[config.mk]
export PLATFORM = sky130hd
export DESIGN_NAME = snes_pad_reader_flat
export DESIGN_NICKNAME = d
export VERILOG_FILES = /design/src/rtl/snes_pad_reader_if.sv /design/src/rtl/snes_pad_reader.sv /design/src/flat_wrapper.sv
export SDC_FILE = /design/constraint.sdc
export NUM_CORES = 1
export LEC_CHECK = 0
export CAP_MARGIN = 20
export CORE_UTILIZATION = 30
export CTS_BUF_LIST = sky130_fd_sc_hd__clkbuf_16
export CTS_CLUSTER_SIZE = 16
export DETAILED_ROUTE_END_ITERATION = 10
export PLACE_DENSITY_LB_ADDON = 0.25
export SLEW_MARGIN = 30
export SYNTH_ARGS = -nofsm -noshare
export SYNTH_HDL_FRONTEND = slang
export SYNTH_SLANG_ARGS = --single-unit
[constraint.sdc]
create_clock -name clk -period 2.9 [get_ports clk]
set_input_delay 0.725 -clock clk [delete_from_list [all_inputs] [get_ports clk]]
set_output_delay 0.725 -clock clk [all_outputs]
set_load 0.02 [all_outputs]
[src/rtl/snes_pad_reader_if.sv]
// snes_pad_reader_if
//   Bundles the controller-port lines and the decoded button word of the
//   SNES pad reader.
//   master : the reader (drives pad_latch/pad_clk and the result signals, samples pad_data)
//   slave  : the pad side plus the consumer of the result signals
//   Signals:
//     pad_latch  controller LATCH, active high
//     pad_clk    controller CLK, idles high, pad shifts on its rising edge
//     pad_data   controller DATA, low = pressed, pulled up externally
//     buttons    last complete read, active low
//     connected  1 = pad drove the 17th bit low on the last read
//     valid      one-cycle pulse when buttons/connected update
interface snes_pad_reader_if;
  logic        pad_latch;
  logic        pad_clk;
  logic        pad_data;
  logic [15:0] buttons;
  logic        connected;
  logic        valid;

  modport master (
    output pad_latch, pad_clk, buttons, connected, valid,
    input  pad_data
  );

  modport slave (
    input  pad_latch, pad_clk, buttons, connected, valid,
    output pad_data
  );
endinterface

[src/rtl/snes_pad_reader.sv]
// snes_pad_reader
//   Host-side SNES gamepad reader. Polls the pad every POLL_CYCLES clocks,
//   pulses LATCH, clocks out 16 button bits plus one presence bit, and
//   presents a stable active-low button word (bit0=B ... bit7=RIGHT,
//   bit8-11=A,X,L,R, bit12-15=ID).
//   Ports:
//     clk    system clock (clk_sys)
//     reset  synchronous reset, active high
//     pad    snes_pad_reader_if.master: pad_latch, pad_clk, pad_data,
//            buttons, connected, valid
module snes_pad_reader #(
  parameter int unsigned HALF_CYCLES  = 128,
  parameter int unsigned LATCH_CYCLES = 256,
  parameter int unsigned POLL_CYCLES  = 357955,
  parameter int unsigned CNT_W        = 20
) (
  input logic                clk,
  input logic                reset,
  snes_pad_reader_if.master  pad
);

  typedef enum logic [2:0] {
    S_IDLE,
    S_LATCH,
    S_SETTLE,
    S_LOW,
    S_HIGH,
    S_DONE
  } state_t;

  state_t             state, state_n;
  logic [CNT_W-1:0]   poll_cnt;
  logic [CNT_W-1:0]   phase_cnt;
  logic [4:0]         bit_idx;
  logic [16:0]        cap;
  logic               data_meta, data_sync;
  logic [15:0]        buttons_q;
  logic               connected_q;
  logic               valid_q;

  logic               poll_wrap;
  logic               phase_last;
  logic               sample_en;
  logic [4:0]         sample_idx;
  logic               latch_c;
  logic               pclk_c;

  assign poll_wrap = (poll_cnt == CNT_W'(POLL_CYCLES - 1));

  always_comb begin
    state_n    = state;
    latch_c    = 1'b0;
    pclk_c     = 1'b1;
    phase_last = 1'b0;
    sample_en  = 1'b0;
    sample_idx = bit_idx;
    case (state)
      S_IDLE: begin
        if (poll_wrap) state_n = S_LATCH;
      end
      S_LATCH: begin
        latch_c    = 1'b1;
        phase_last = (phase_cnt == CNT_W'(LATCH_CYCLES - 1));
        if (phase_last) state_n = S_SETTLE;
      end
      S_SETTLE: begin
        phase_last = (phase_cnt == CNT_W'(HALF_CYCLES - 1));
        if (phase_last) begin
          sample_en  = 1'b1;
          sample_idx = 5'd0;
          state_n    = S_LOW;
        end
      end
      S_LOW: begin
        pclk_c     = 1'b0;
        phase_last = (phase_cnt == CNT_W'(HALF_CYCLES - 1));
        if (phase_last) state_n = S_HIGH;
      end
      S_HIGH: begin
        phase_last = (phase_cnt == CNT_W'(HALF_CYCLES - 1));
        if (phase_last) begin
          sample_en  = 1'b1;
          sample_idx = bit_idx + 5'd1;
          // bit 16 (presence) is the last sample
          state_n    = (bit_idx == 5'd15) ? S_DONE : S_LOW;
        end
      end
      S_DONE: begin
        state_n = S_IDLE;
      end
      default: state_n = S_IDLE;
    endcase
  end

  always_ff @(posedge clk) begin
    if (reset) begin
      state       <= S_IDLE;
      poll_cnt    <= '0;
      phase_cnt   <= '0;
      bit_idx     <= '0;
      cap         <= '1;
      data_meta   <= 1'b1;
      data_sync   <= 1'b1;
      buttons_q   <= '1;
      connected_q <= 1'b0;
      valid_q     <= 1'b0;
    end else begin
      state     <= state_n;
      data_meta <= pad.pad_data;
      data_sync <= data_meta;
      poll_cnt  <= poll_wrap ? '0 : poll_cnt + CNT_W'(1);

      if (state == S_IDLE || state_n != state)
        phase_cnt <= '0;
      else
        phase_cnt <= phase_cnt + CNT_W'(1);

      if (state == S_LATCH)
        bit_idx <= '0;
      else if (state == S_HIGH && phase_last)
        bit_idx <= bit_idx + 5'd1;

      if (sample_en)
        cap[sample_idx] <= data_sync;

      // Result registers and valid update together on the DONE edge, so
      // valid is high in the first cycle the new word is visible.
      valid_q <= (state == S_DONE);
      if (state == S_DONE) begin
        buttons_q   <= cap[15:0];
        connected_q <= ~cap[16];
      end
    end
  end

  assign pad.pad_latch = latch_c;
  assign pad.pad_clk   = pclk_c;
  assign pad.buttons   = buttons_q;
  assign pad.connected = connected_q;
  assign pad.valid     = valid_q;

endmodule

[src/flat_wrapper.sv]
// flat-port wrapper written by rule: the top's interface ports become plain ports
module snes_pad_reader_flat 
#(
  parameter int unsigned HALF_CYCLES  = 128,
  parameter int unsigned LATCH_CYCLES = 256,
  parameter int unsigned POLL_CYCLES  = 357955,
  parameter int unsigned CNT_W        = 20
)
  (clk, reset, pad_pad_latch, pad_pad_clk, pad_buttons, pad_connected, pad_valid, pad_pad_data);
  snes_pad_reader_if pad_i ();
  input logic clk;
  input logic reset;
  output wire logic [$bits(pad_i.pad_latch)-1:0] pad_pad_latch;
  output wire logic [$bits(pad_i.pad_clk)-1:0] pad_pad_clk;
  output wire logic [$bits(pad_i.buttons)-1:0] pad_buttons;
  output wire logic [$bits(pad_i.connected)-1:0] pad_connected;
  output wire logic [$bits(pad_i.valid)-1:0] pad_valid;
  input wire logic [$bits(pad_i.pad_data)-1:0] pad_pad_data;
  assign pad_pad_latch = pad_i.pad_latch;
  assign pad_pad_clk = pad_i.pad_clk;
  assign pad_buttons = pad_i.buttons;
  assign pad_connected = pad_i.connected;
  assign pad_valid = pad_i.valid;
  assign pad_i.pad_data = pad_pad_data;
  snes_pad_reader #(.HALF_CYCLES(HALF_CYCLES), .LATCH_CYCLES(LATCH_CYCLES), .POLL_CYCLES(POLL_CYCLES), .CNT_W(CNT_W)) u_core (.clk(clk), .reset(reset), .pad(pad_i));
endmodule
==> results.md <==
- Crit Reg-Reg Endpoint: u_core.cap[11]
- LEAKAGE: roughly 0.0019 uW
- RSZ-0062 raised after global routing: false
- Status: complete, no violations
- Cts bufs inserted: 9
- DP Cell Count: between 600 and 700
- Slew Viols, Final: 0
- Yosys top cell by area: dfxtp_1
- Cell Chain, Critical Path: nor4_4, or3b_4, nor2_2, inv_1, ha_1, or3b_4, a21oi_4, nor3_1, and2_1, a221o_1
- Post-route ant nets: 0
- Post-synth cell types: 50
- Number of global-route vias before repair: 3149
- CP Class: flip-flop to flip-flop
- Vias per inst: 4.82
- Hold buffers post-CTS: 0
- Core area: between 10000 and 15000 um^2
- DP Wirelength: between 6000 and 7000 um
- Slew HR: approximately 61%
- CP delay by family, top: simple AND/OR/NAND/NOR gates
- Reg2reg path depth: 10
- Vias post-DR: 3352
- Top FF cell, synth: dfxtp_1
- Max FO, Critical Path: 4
- Cell Area, Synth: slightly below 4000 um^2
- Largest net degree at the start of global routing: 24
- Fraction of layout cells with a size suffix above 1: 13.5%
- Max Cap Viol: 0
- R2R setup slack: between 0.15 and 0.2 ns
- Reg2reg start: u_core.phase_cnt[10]
- Most common cell in the netlist: dfxtp_1
- Port buffer count: 22
- Initial antenna violation count: 0
- Final Net Count: approximately 530
- Setup WS post-layout: 0.185 ns
- Pre-CTS setup slack: -0.0659 ns
- Final clock skew: about 0.005 ns
- Clock latency on the worst-skew pair: about 0.34 ns
- WHS Path Cells: 1
- Syn-to-layout area delta: 24.0%
- Post-route insts no fill: 696
- Number of enable flip-flop cells after synthesis: 0
- Gr usage total: 14.4%
- CP Data Arrival Time: 2.94 ns
- Final setup vio count: 0
- Crit start category: flip-flop
- Row cnt: just over 40
- #FFs+latches synth: 85
- Ranking of synthesized cells by area: dfxtp_1 43%, nor2_1 6.7%, xor2_1 5.3%
- DRC errors left: 0
- Drt initial violations: around 180
- Worst Hold Launch: u_core.data_meta
- Drt pass-1 iters: 4
- Peak Freq: between 0.3 and 0.4 GHz
- Routed len/inst: around 13 um
- H-tree depth: 3
- Die Y: between 100 and 150 um
- Fillcell total: roughly 1300
- Yosys warnings: 0
- Final Hold Viols: 0
- First-pass GRT wire length: between 15000 and 20000 um
- Top cells by count, synth: 85 x dfxtp_1, 71 x nor2_1, 53 x nand2_1
- Critical Path Sink Type: flip-flop
- Post-synth net total: roughly 480
- VDD IR max: around 330 uV
- GRT overflow: 0
- Final Cycle Share: 93.6%
- Synth async-reset ratio: 0%
- DIE AREA: ~14000 um^2
- Initial Utilization: about 31%
- Buf/Inv on CP: 1
- Slowest cell delay on critical path: 0.42 ns
- TritonCTS clock tree: done
- Share of the synthesized area in the top cell type: 42.8%
- Mean Syn Cell Area: around 8.4 um^2
- Worst-Margin Slew: roughly 0.57 ns
- WP data required: ~3.1 ns
- Crit path time final: 2.72 ns
- Routed wire length: about 8800 um
- Total negative slack: 0 ns
- Post-layout util: 38.6%
- Area after DPL: 4560 um^2
- Clk buf depth: 2
- Pwr Density: between 400 and 500 nW/um^2
- Fin area: between 4000 and 5000 um^2
- Hold WC Path Type: flip-flop to flip-flop
- Hold endpoint: u_core.data_sync
- Worst path most repeated cell: or3b_4
- # IOs: 23
- Die Wd: 117 um
- Ant. Diodes: 0
- Slowest library cell on the worst path: or3b_4
- Root Buffer: clkbuf_16
- Post-Synthesis Cells: roughly 480
- Clk slew on worst S/H paths: roughly 0.060 ns
- GP Congestion: a little under 0.8
- Post-synthesis sequential area ratio: 42.8%
- Clk sinks: 85
state kept, by name, indices dropped and copies added (netlist names):
| name | flops |
|---|---|
| u_core.pad.valid | 1 |
| u_core.state | 3 |
| u_core.phase_cnt | 20 |
| u_core.bit_idx | 5 |
| u_core.pad.buttons | 16 |
| u_core.poll_cnt | 20 |
| u_core.pad.connected | 1 |
| u_core.cap | 17 |
| u_core.data_sync | 1 |
| u_core.data_meta | 1 |
layout by cell type, fill, tap and decap left out, types with 4 or more instances in the layout:
cell type / count
a21oi_1: 14
a221o_1: 4
and2_1: 4
and3_1: 9
buf_4: 33
clkbuf_16: 9
clkdlybuf4s50_1: 22
dfxtp_1: 85
ha_1: 6
inv_1: 13
mux2i_1: 6
nand2_1: 51
nand3_1: 38
nand3b_1: 4
nand4_1: 10
nor2_1: 70
nor2b_1: 4
nor3_1: 11
nor4_1: 7
nor4b_1: 4
o211ai_1: 8
o21ai_0: 13
or3_1: 5
xnor2_1: 17
xor2_1: 24
through the flow:
stage | power (uW) | hold WS, ns
final | 2460 | 0.425
after global routing | 2560 | 0.437
after CTS | 2500 | 0.428
after detailed placement | 1270 | 0.405
after global placement | 1270 | 0.400
after floorplan | 1240 | 0.389
cell type report:
cell class	count	area (um^2)	area share [%]
multi-input cells	356	2190	44.4
repair buffers	55	468	9.49
clock inverters	7	90.1	1.83
well taps	172	215	4.36
inverters	12	45.0	0.913
clock buffers	9	225	4.57
flip-flops and latches	85	1700	34.5
cell families (layout without fill, tap and decap cells):
logic type | count (synthesis) | after routing | synth area share [%]
flip-flops | 85 | 85 | 42.8
AO/OA/AOI/OAI | 55 | 55 | 8.90
XOR/XNOR | 41 | 41 | 9.03
multiplexers | 7 | 7 | 1.79
AND/OR/NAND/NOR | 247 | 247 | 31.9
adder cells (fa/ha/maj) | 6 | 6 | 1.89
buffers and inverters | 34 | 83 | 3.71
how the worst max path moves through the flow:
stage / startpoint / to / depth (start not counted)
3_5_place_dp: u_core.phase_cnt[10] / u_core.cap[2] / 10
4_1_cts: u_core.phase_cnt[10] / u_core.cap[1] / 10
3_3_place_gp: u_core.phase_cnt[10] / u_core.cap[2] / 10
5_1_grt: u_core.phase_cnt[10] / u_core.cap[6] / 12
2_1_floorplan: u_core.phase_cnt[10] / u_core.cap[11] / 10
6_report: u_core.phase_cnt[10] / u_core.cap[11] / 10
what timing repair did:
action,4_1_cts,5_1_grt
setup endpoints to repair,5,15
pin swaps,1,1
buffers inserted,0,0
gates resized for setup,5,9
where the power goes:
group	leakage (uW)	switching, uW	internal [uW]
logic	0.00101	33.5	20.0
registers	0.000687	13.2	1170
clock network	0.000157	465	750
metal layers:
layer | part of all wire [%] | vias up | GRT usage, %
met5 | 0 | - | 0
li1 | - | 1743 | -
met2 | 47 | 55 | 24.2
met3 | 3.8 | 12 | 4.22
met1 | 48 | 1542 | 17.1
met4 | 1.7 | 0 | 5.74
Note: power is estimated with default switching activity, not from simulation.
